File: config.mk
export PLATFORM = sky130hd
export DESIGN_NAME = alu_core
export DESIGN_NICKNAME = d
export VERILOG_FILES = /design/src/rtl/alu_pkg.sv /design/src/rtl/alu_datapath.sv /design/src/rtl/alu_core.sv
export SDC_FILE = /design/constraint.sdc
export NUM_CORES = 1
export LEC_CHECK = 0
export CORE_MARGIN = 2
export CORE_UTILIZATION = 55
export CTS_BUF_LIST = sky130_fd_sc_hd__clkbuf_4 sky130_fd_sc_hd__clkbuf_8 sky130_fd_sc_hd__clkbuf_16
export CTS_CLUSTER_DIAMETER = 100
export DETAILED_ROUTE_END_ITERATION = 10
export PLACE_DENSITY = 0.88
export SYNTH_ARGS = -nofsm -noshare
export SYNTH_HDL_FRONTEND = slang
export SYNTH_SLANG_ARGS = --single-unit
File: constraint.sdc
create_clock -name clk -period 1.9 [get_ports clk]
set_input_delay 0.38 -clock clk [delete_from_list [all_inputs] [get_ports clk]]
set_output_delay 0.38 -clock clk [all_outputs]
set_load 0.02 [all_outputs]
File: src/rtl/alu_pkg.sv
// Shared opcode/state definitions and default sizing for the alu_core block.
// Build option ALU_MUL_EN (see alu_core) does not change anything in this package.
package alu_pkg;

    localparam int DEF_WIDTH       = 8;
    localparam int DEF_MUL_LATENCY = 3;

    typedef enum logic [2:0] {
        OP_NOP = 3'd0,
        OP_ADD = 3'd1,
        OP_SUB = 3'd2,
        OP_AND = 3'd3,
        OP_OR  = 3'd4,
        OP_XOR = 3'd5,
        OP_MUL = 3'd6,
        OP_SHL = 3'd7
    } op_e;

    localparam logic [1:0] ST_IDLE = 2'd0;
    localparam logic [1:0] ST_BUSY = 2'd1;
    localparam logic [1:0] ST_DONE = 2'd2;

endpackage

File: src/rtl/alu_datapath.sv
// Combinational op decode: zero-extends the operands and produces the 2*WIDTH value.
// The multiplier exists only when ALU_MUL_EN is defined; otherwise OP_MUL yields 0.
module alu_datapath
    import alu_pkg::*;
#(
    parameter int WIDTH = DEF_WIDTH
) (
    input  logic [WIDTH-1:0]   a,
    input  logic [WIDTH-1:0]   b,
    input  logic [2:0]         op,
    output logic [2*WIDTH-1:0] y
);

    logic [2*WIDTH-1:0] a_ext;
    logic [2*WIDTH-1:0] b_ext;

    assign a_ext = {{WIDTH{1'b0}}, a};
    assign b_ext = {{WIDTH{1'b0}}, b};

    always_comb begin
        y = '0;
        case (op_e'(op))
            OP_ADD:  y = a_ext + b_ext;
            OP_SUB:  y = a_ext - b_ext;
            OP_AND:  y = a_ext & b_ext;
            OP_OR:   y = a_ext | b_ext;
            OP_XOR:  y = a_ext ^ b_ext;
`ifdef ALU_MUL_EN
            OP_MUL:  y = a_ext * b_ext;
`endif
            OP_SHL:  y = a_ext << b[3:0];
            default: y = '0;
        endcase
    end

endmodule

File: src/rtl/alu_core.sv
// Start/done handshaked ALU: IDLE -> (BUSY for MUL) -> DONE, registered result and done pulse.
// Define ALU_MUL_EN to build the multi-cycle multiplier; without it MUL completes in one cycle with 0.
module alu_core
    import alu_pkg::*;
#(
    parameter int WIDTH       = DEF_WIDTH,
    parameter int MUL_LATENCY = DEF_MUL_LATENCY
) (
    input  logic               clk,
    input  logic               reset_n,
    input  logic [WIDTH-1:0]   A,
    input  logic [WIDTH-1:0]   B,
    input  logic [2:0]         op,
    input  logic               start,
    output logic [2*WIDTH-1:0] result,
    output logic               done
);

    localparam int CNT_W = (MUL_LATENCY > 2) ? $clog2(MUL_LATENCY) : 1;

    logic [1:0]         state_q, state_d;
    logic [WIDTH-1:0]   a_q, a_d;
    logic [WIDTH-1:0]   b_q, b_d;
    logic [2:0]         op_q, op_d;
    logic [CNT_W-1:0]   cnt_q, cnt_d;
    logic [2*WIDTH-1:0] result_q, result_d;
    logic               done_q, done_d;

    logic [WIDTH-1:0]   dp_a, dp_b;
    logic [2:0]         dp_op;
    logic [2*WIDTH-1:0] dp_y;
    logic               go_busy;

    // Single-cycle ops complete on the capture edge, so the datapath sees live inputs in IDLE
    assign dp_a  = (state_q == ST_BUSY) ? a_q  : A;
    assign dp_b  = (state_q == ST_BUSY) ? b_q  : B;
    assign dp_op = (state_q == ST_BUSY) ? op_q : op;

    alu_datapath #(.WIDTH(WIDTH)) u_datapath (
        .a  (dp_a),
        .b  (dp_b),
        .op (dp_op),
        .y  (dp_y)
    );

    always_comb begin
`ifdef ALU_MUL_EN
        go_busy = (op == OP_MUL);
`else
        go_busy = 1'b0;
`endif
    end

    always_comb begin
        state_d  = state_q;
        a_d      = a_q;
        b_d      = b_q;
        op_d     = op_q;
        cnt_d    = cnt_q;
        result_d = result_q;
        done_d   = 1'b0;
        case (state_q)
            ST_IDLE: begin
                if (start) begin
                    a_d  = A;
                    b_d  = B;
                    op_d = op;
                    if (go_busy) begin
                        state_d = ST_BUSY;
                        cnt_d   = CNT_W'(MUL_LATENCY - 1);
                    end else begin
                        state_d  = ST_DONE;
                        done_d   = 1'b1;
                        result_d = (op == OP_NOP) ? result_q : dp_y;
                    end
                end
            end
            ST_BUSY: begin
                if (cnt_q == CNT_W'(1)) begin
                    state_d  = ST_DONE;
                    done_d   = 1'b1;
                    result_d = dp_y;
                end else begin
                    cnt_d = cnt_q - CNT_W'(1);
                end
            end
            ST_DONE: state_d = ST_IDLE;
            default: state_d = ST_IDLE;
        endcase
    end

    always_ff @(posedge clk or negedge reset_n) begin
        if (!reset_n) begin
            state_q  <= ST_IDLE;
            a_q      <= '0;
            b_q      <= '0;
            op_q     <= '0;
            cnt_q    <= '0;
            result_q <= '0;
            done_q   <= 1'b0;
        end else begin
            state_q  <= state_d;
            a_q      <= a_d;
            b_q      <= b_d;
            op_q     <= op_d;
            cnt_q    <= cnt_d;
            result_q <= result_d;
            done_q   <= done_d;
        end
    end

    assign result = result_q;
    assign done   = done_q;

endmodule

==> results.md, run 1 <==
- The maximum number of pins on one net before global-route repair is 19.
- The post-synthesis area per instance is 8.099 µm².
- The cell row count is 24.
- The last stage reached is global routing (5_1_grt).
- The run stopped with a tool error.
- The count of flip-flops with a built-in enable after synthesis is 0.
- Summing every instance area after synthesis gives 2430 µm².
- TritonCTS created 3 clock buffers.
- The die outline height is 70.47 µm.
- Clock tree synthesis found a total of 18 sinks.
- The global-route total usage across every layer is 92.78%.
- The quantity of hold-fixing buffers added after cts is 0.
- Summing all placed instances gives a cell area of 3591 µm².
- The total grt overflow is 315.
- The tree is rooted in a clkbuf_8.
- By area the synthesized netlist is led by dfrtp_1 (19%), ha_1 (14%), nand2_1 (5.3%), o21ai_0 (4.7%), inv_1 (4.2%).
- The most used flip-flop cell after synthesis is dfrtp_1.
- Counting every net in the synthesized netlist gives 351.
- The synthesized instance count is 300.
- The proportion of register bits with asynchronous set or reset after synthesis is 100.0%.
- Sequential elements use 18.54% of the synthesized area.
- The first error in the log reads "[ERROR GRT-0232] Routing congestion too high. Check the congestion heatmap in the GUI".
- The floorplan step set the die width to 70.47 µm.
- The count of yosys warnings during synthesis is 0.
- CTS built an H-tree with a depth of 1.
- The count of placed standard cells including taps is 469.
- Once detailed placement completed, the half-perimeter wirelength came to 7366 µm.
- In the global-route stage, repair_timing last flagged the worst endpoint as result[8]$_DFFE_PN0P_/D.
- After synthesis the netlist holds a flip-flop and latch count of 18.
- The final weighted congestion of routability-driven global placement is 0.9959.
- Input and output buffers added on the ports amount to 38.
- The category of the worst endpoint is a register input.
- After synthesis, the netlist uses 63 different library cells.
- The fraction of post-synthesis cell area in the top cell type by area is 18.54%.
- The longest clock path from root to sink contains 2 buffers.
- The biggest area contributor in the post-synthesis netlist is dfrtp_1.
- The I/O pin total is 39.
- For this configuration, the core starts out at a cell density of 56.59%.
==> metal layers <==
metal	global-route usage [%]	overflow
met5	5.556	0
met4	108.8	114
met3	65.66	0
met2	117.1	197
met1	89.17	4
==> logic make-up after synthesis <==
kind of cell | share of synthesized area [%]
AO/OA/AOI/OAI | 28.79
XOR/XNOR | 1.802
adder cells (fa/ha/maj) | 15.55
buffers and inverters | 9.114
flip-flops | 18.54
multiplexers | 7.981
AND/OR/NAND/NOR | 18.23
==> metrics by stage <==
stage          setup TNS (ns)  utilization (%)  setup slack (ns)  hold WS, ns
2_1_floorplan        -0.01967                -          -0.01967      0.08441
3_3_place_gp           -9.190            83.62           -0.7007       0.4166
3_5_place_dp           -10.45            83.62           -0.8228       0.4261
4_1_cts             -0.004192            92.57         -0.004192       0.4318
==> synth_stat cells (all sizes together) (4+ instances only) <==
cell    count
buf         9
ha         27
nor2       18
a22oi       5
a222oi      4
nor2b       8
xnor2       4
dfrtp      18
o21ai      24
mux2i       7
clkbuf      6
nor3       11
inv        28
a21oi      15
a22o        4
nand3       4
mux2        9
nand2      37
o21bai      4
==> repair_timing <==
action / 4_1_cts
cloned: 0
gates resized for setup: 100
pin swaps: 27
endpoints found under the setup margin: 15
buffers inserted: 13
==> run 2: changes to the inputs <==
==> config.mk (replaced) <==
export PLATFORM = sky130hd
export DESIGN_NAME = alu_core
export DESIGN_NICKNAME = d
export VERILOG_FILES = /design/src/rtl/alu_pkg.sv /design/src/rtl/alu_datapath.sv /design/src/rtl/alu_core.sv
export SDC_FILE = /design/constraint.sdc
export NUM_CORES = 1
export LEC_CHECK = 0
export CORE_MARGIN = 2
export CORE_UTILIZATION = 40
export DETAILED_ROUTE_END_ITERATION = 10
export PLACE_DENSITY_LB_ADDON = 0.15
export SYNTH_ARGS = -nofsm -noshare
export SYNTH_HDL_FRONTEND = slang
export SYNTH_SLANG_ARGS = --single-unit
==> results.md, run 2 <==
- Leaving out filler cells and counting taps, the final layout contains 515.
- The smallest hold slack is 0.4251 ns.
- The share of cell area taken by muxes after synthesis is 7.981% (unchanged).
- The die outline height is 81.94 µm (+16%).
- The post-route clock skew is 0.003568 ns.
- Yosys attributes the largest share of cell area to dfrtp_1 (19%), ha_1 (14%), nand2_1 (5.3%), o21ai_0 (4.7%), inv_1 (4.2%).
- Adding up every negative setup slack in the final design gives 0 ns.
- The share of the cycle needed by the critical path after routing is 99.68%.
- The cell depth of the worst hold path is 1.
- In this run the register-to-register setup slack is 0.28 ns.
- The arrival time at the worst endpoint is 2.02 ns.
- The count of yosys warnings during synthesis came to 0 (unchanged).
- The total wire length is 8578 µm.
- The CTS H-tree depth is 1 (unchanged).
- The area fraction in and, or, nand and nor cells after synthesis was 18.23% (unchanged).
- The layout net count is 492.
- The dominant combinational cell family by area after synthesis is compound AO/OA/AOI/OAI gates.
- In this run the worst hold path is classified as flip-flop to flip-flop.
- The synthesized instance count is 300 (unchanged).
- The horizontal die dimension was 81.94 µm (+16%).
- After detailed routing, the average wire length per cell comes to 16.66 µm.
- The count of flip-flops with a built-in enable after synthesis is 0 (unchanged).
- The detail route stage leaves a number of antenna-violating nets equal to 0.
- The flow ran to the end, and the final reports show no timing, DRC or antenna violations.
- Entering global routing, the biggest net connects 19 pins.
- The fraction of the yosys area taken by sequential cells is 18.54% (unchanged).
- The xor/xnor share of the synthesized area is 1.802% (unchanged).
- The post-synthesis area per instance is 8.099 µm² (unchanged).
- The library cells used most frequently in the layout, excluding fill and tap cells, are buf_4 (107), nand2_1 (32), clkdlybuf4s50_1 (19).
- The most used flip-flop cell after synthesis is dfrtp_1.
- Among all cell types in the netlist, the one instantiated most often is nand2_1.
- TritonCTS built the clock tree.
- The maximum count of clock buffers along a single path was 2 (unchanged).
- The biggest area contributor in the post-synthesis netlist is dfrtp_1.
- The total nets after synthesis is 351 (unchanged).
- The number of global-route vias before repair is 2,802.
- The register with the most flip-flops in the layout has 16 of them.
- The clock-pin slew on the worst setup and hold paths is 0.07 ns.
- The number of max-capacitance violations reported is 0.
- The number of antenna diodes in the final layout is 0.
- Along the worst path, the maximum fanout reaches 4.
- The full die area is 6714 µm².
- The fraction of post-synthesis cell area in the top cell type by area is 18.54% (unchanged).
- For the finished layout, the period the worst path requires is 1.894 ns.
- The relative slew slack is 69.79%.
- Across all layers, the routed design uses 2,871 vias.
- The placeable core area is 5886 µm².
- The power per cell area is 454.7 nW/µm².
- The I/O pin total is 39 (unchanged).
- The quantity of hold-fixing buffers added after cts is 0 (unchanged).
- The data required time at the worst endpoint is 2.03 ns.
- The detailed placer's ending HPWL was 6663 µm (-9.6%).
- The type of destination of the critical path is a flip-flop.
- The first-pass GRT wire length is 13,630 µm.
- The starting density of the core was 41.28% (-15 points).
- The hold path endpoint is state_q[1]$_DFFE_PN0N_.
- The leakage dissipation is 1.845 nW.
- For this run, the top clock speed supported by timing is 528.0 MHz.
- The cell sitting at the root of the clock tree is a clkbuf_8.
- The detailed-route vias per instance is 5.575.
- STA classifies the critical path startpoint as an input port.
- The area fraction in compound gates after synthesis came to 28.78% (unchanged).
- The total power is 1.840 mW.
- The number of antenna violations at the first check in global routing is 0.
- The area growth from synthesis to layout is 66.53%.
- The peak supply drop is 463.5 µV.
- The endpoint of the worst-slack reg-to-reg timing path is result[5]$_DFFE_PN0P_.
- Global routing consumed, over all layers together, 26.54% of the routing resources.
- The final weighted congestion of routability-driven global placement is 0.9563 (-4.0%).
- Setup repair after global routing could not meet its margin everywhere.
- The first routing iteration left 171 violations.
- The number of distinct library cells after synthesis was 63 (unchanged).
- The count of placed standard cells including taps came to 498 (+6.2%).
- The startpoint identified for the worst hold timing path is state_q[1]$_DFFE_PN0N_.
- At the pin with the least slew margin, the transition time is 0.4532 ns.
- The startpoint identified for the worst register-to-register timing path is state_q[1]$_DFFE_PN0N_.
- The insertion delay to the later sink of the worst-skew pair is 0.26 ns.
- The most common cell after layout, fill and taps aside is buf_4.
- For the worst flop-to-flop path, the logic depth is 6.
- The number of endpoints with negative hold slack in the final report was 0.
- The pre-antenna-repair detailed-routing pass consisted of 5 iterations.
- The count of pins over their slew limit came to 0.
- By count the netlist is led by nand2_1 (34), ha_1 (27), inv_1 (27).
- The critical path in this run is classified as input port to flip-flop.
- The adder and majority cell fraction of the synthesized area was 15.55% (unchanged).
- The number of buffers created by CTS is 3 (unchanged).
- In the routed design, unresolved DRC markers number 0.
- The post-layout utilization of the core is 68.75%.
- The clock net sink count is 18 (unchanged).
- The total grt overflow is 0.
- The cell row count was 28 (+17%).
- The number of failing setup endpoints in the final timing report is 0.
- The proportion of register bits with asynchronous set or reset after synthesis was 100.0% (unchanged).
- The number of storage elements in the synthesis netlist is 18 (unchanged).
- The fraction of layout cells with a size suffix above 1 is 48.64%.
- The number of input and output port buffers inserted is 38 (unchanged).
- The netlist area before placement came to 2430 µm² (unchanged).
-- run 2: cell counts after synthesis --
No cell type changed its count.
-- run 2: cell families after synthesis --
group | count (synthesis)
mux | 16
xor+xnor | 5
simple gates | 92
fa+ha+maj | 29
compound gates | 96
flops | 18
buf+inv | 44
-- run 2: metrics by stage --
step	worst slack, ns	area [µm²]
final	0.006141	4046
after global placement	-0.7931	3652
after CTS	0.001549	3965
after detailed placement	-0.8476	3652
after global routing	-0.02243	4046
after floorplan	-0.01967	2559
-- run 2: cell type report --
type | instances | area, µm²
multi-input cells | 238 | 2106
repair buffers | 151 | 1225
inverters | 29 | 116.4
clock buffers | 4 | 55.05
flip-flops and latches | 18 | 450.4
well taps | 75 | 93.84
fillers | 481 | 1839
-- run 2: critical path: stages --
cell,delay [ns]
clkdlybuf4s15_2,0.21
buf_6,0.13
mux2_2,0.27
mux2i_4,0.18
a211oi_2,0.11
a222oi_1,0.38
a21boi_2,0.24
o221ai_1,0.12
-- run 2: worst max-delay path by stage --
stage | from | to | slack (ns) | cells after the start
final | A[2] | result[7]$_DFFE_PN0P_ | 0.006 | 8
after global routing | B[2] | result[5]$_DFFE_PN0P_ | -0.02 | 9
after CTS | A[0] | result[6]$_DFFE_PN0P_ | 0.002 | 11
after detailed placement | B[1] | result[7]$_DFFE_PN0P_ | -0.85 | 8
after global placement | B[1] | result[7]$_DFFE_PN0P_ | -0.79 | 8
after floorplan | B[1] | result[5]$_DFFE_PN0P_ | -0.02 | 9
-- run 2: power breakdown --
group / total [mW] / leakage, nW / internal, mW / switching (mW)
Clock: 0.319 / 0.0288 / 0.184 / 0.134
Sequential: 0.452 / 0.240 / 0.427 / 0.0250
Combinational: 1.07 / 1.58 / 0.543 / 0.527
-- run 2: metal layers --
metal / part of all wire, % / global-route usage (%) / vias up / wire length, µm
met5: 0 / 0 / - / 0
met4: 1.1 / 4.000 / 0 / 93
met3: 4.6 / 3.516 / 8 / 393
met2: 49 / 45.61 / 87 / 4215
met1: 45 / 36.06 / 1392 / 3876
li1: - / - / 1384 / -
-- run 2: timing repair --
item | 4_1_cts | 5_1_grt
setup buffers | 8 | 3
pin swaps | 22 | 21
resized for setup | 100 | 26
hold endpoints to repair | 0 | 0
endpoints found under the setup margin | 16 | 11
gates cloned | 2 | 0
(Power assumes the default switching activity.)
==> patch (config.mk and constraints of run 2) <==
Build with the macro `ALU_MUL_EN` defined.
--- a/src/rtl/alu_datapath.sv
+++ b/src/rtl/alu_datapath.sv
@@ -1,5 +1,7 @@
 // Combinational op decode: zero-extends the operands and produces the 2*WIDTH value.
 // The multiplier exists only when ALU_MUL_EN is defined; otherwise OP_MUL yields 0.
+`define ALU_MUL_EN
+
 module alu_datapath
     import alu_pkg::*;
 #(
Function: changed (a bounded check fails within 4 cycles, from zero or initial values and one cycle with reset_n low).
==> patch against run 2 <==
Final area grew 120%. Worst hold slack lost 270 ps. Setup slack got worse by 2900 ps. Critical path type is now reg -> reg. Sequential cell count increased by 22. Routed wire length grew to 2.6 times the old value. Highest routed layer unchanged. Largest cell class unchanged. The run now ends with negative setup slack left. Utilization down 5.0 points. Area after synthesis up 140%. Critical path depth is 15 higher. Register-to-register slack got worse by 3200 ps. Global-route usage increased by 3.2 points. Count of clock-buffer cells in the layout grew 2. Clock skew increased by 3.7 ps.
Power is left out: it rests on default switching activity, and per cell area and clock period it moved more than threefold.
==> patch: results (changes against run 2) <==
| Metric | Value |
|---|---|
| Iter 0 DRT Violations | `393 (was 171)` |
| Final GP Congestion | `0.980 (was 0.956)` |
| Syn_area_per_cell | `8.57 sq um (was 8.10 sq um)` |
| First-pass GRT wire length | `34400 um (was 13600 um)` |
| Worst Clk Skew | `7.22 ps (was 3.57 ps)` |
| Place WS | `-3050 ps (was -848 ps)` |
| Crit Path Max Fanout | `8 (was 4)` |
| Global-route met2 utilization | `49.0% (was 45.6%)` |
| Register area share after synthesis | `17.4% (was 18.5%)` |
| H-tree Lvls | `2 (was 1)` |
| Cells on worst reg2reg path | `23 (was 6)` |
| Hold Crit Class | `in -> async (was reg -> reg)` |
| Clock latency on the worst-skew pair | `290 ps (was 260 ps)` |
| Endpoints failing setup | `16 (was 0)` |
| Fillers | `1193 (was 481)` |
| Clock transition at the registers of the reported paths | `70 ps (about the same)` |
| Vias/cell | `5.52 (was 5.57)` |
| Status | `finished with violations (was finished, final reports clean)` |
| Met1 WL | `9740 um (was 3880 um)` |
| Final worst setup slack | `-2910 ps (was 6.14 ps)` |
| Met2 Routed Length | `10500 um (was 4220 um)` |
| Post-synth ARST share | `100% (unchanged)` |
| Crit path arrival time | `4990 ps (was 2020 ps)` |
| CTS root buf | `clkbuf_16 (was clkbuf_8)` |
| Worst r2r src | `state_q[0] (was state_q[1])` |
| Violated checks | `negative setup slack` |
| DR WL met3 | `1010 um (was 393 um)` |
| CP delay by family, top | `adder cells (was compound AO/OA/AOI/OAI gates)` |
| Unique masters post-synth | `72 (was 63)` |
| Syn nets | `793 (was 351)` |
| WL per Instance | `20.1 um (was 16.7 um)` |
| Area post-placement | `8110 sq um (was 3650 sq um)` |
| Setup TNS | `-37030 ps (was 0 ps)` |
| CP max-delay cell | `fa_1 (was a222oi_1)` |
| Largest net degree at the start of global routing | `41 (was 19)` |
| Ant diodes | `0 (unchanged)` |
| WHS | `160 ps (was 425 ps)` |
| Largest stage delay, worst path | `580 ps (was 380 ps)` |
| Final Net Count | `1033 (was 492)` |
| Detailed Place HPWL | `17900 um (was 6660 um)` |
| M3 GR Usage | `3.34% (was 3.52%)` |
| Met1 usage | `40.7% (was 36.1%)` |
| Non-Filler Instances | `1093 (was 515)` |
| Most common library cells after synthesis | `inv_1 (84), nand2_1 (74), nor2_1 (63), ha_1 (61), dfrtp_1 (40) (was nand2_1 (34), ha_1 (27), inv_1 (27), o21ai_0 (23))` |
| Vias in the first global route | `6191 (was 2802)` |
| Crit Path Class | `reg -> reg (was in -> reg)` |
[patch: kinds of logic (layout without fill, tap and decap cells)]
kind of cell	count (synthesis)	in the layout	share of synthesized area, %
XOR/XNOR	15	15	2.28
adder cells (fa/ha/maj)	99	99	26.4
flip-flops	40	40	17.4
AND/OR/NAND/NOR	214	214	18.0
buffers and inverters	111	352	7.86
AO/OA/AOI/OAI	127	127	15.7
multiplexers	66	66	12.4
[patch: repair_timing]
| action | CTS | global route |
|---|---|---|
| setup endpoints to repair | 16 | 16 |
| resized for setup | 76 | 30 |
| pin swaps | 33 | 20 |
| buffers inserted | 13 | 6 |
[patch: cell type report]
| class | count | area [sq um] | area share, % |
|---|---|---|---|
| Multi-Input combinational cell | 521 | 4980 | 55.8 |
| Clock inverter | 2 | 60.1 | 0.674 |
| Clock buffer | 6 | 129 | 1.45 |
| Tap cell | 180 | 225 | 2.53 |
| Inverter | 85 | 337 | 3.77 |
| Sequential cell | 40 | 1000 | 11.2 |
| Timing Repair Buffer | 259 | 2190 | 24.5 |
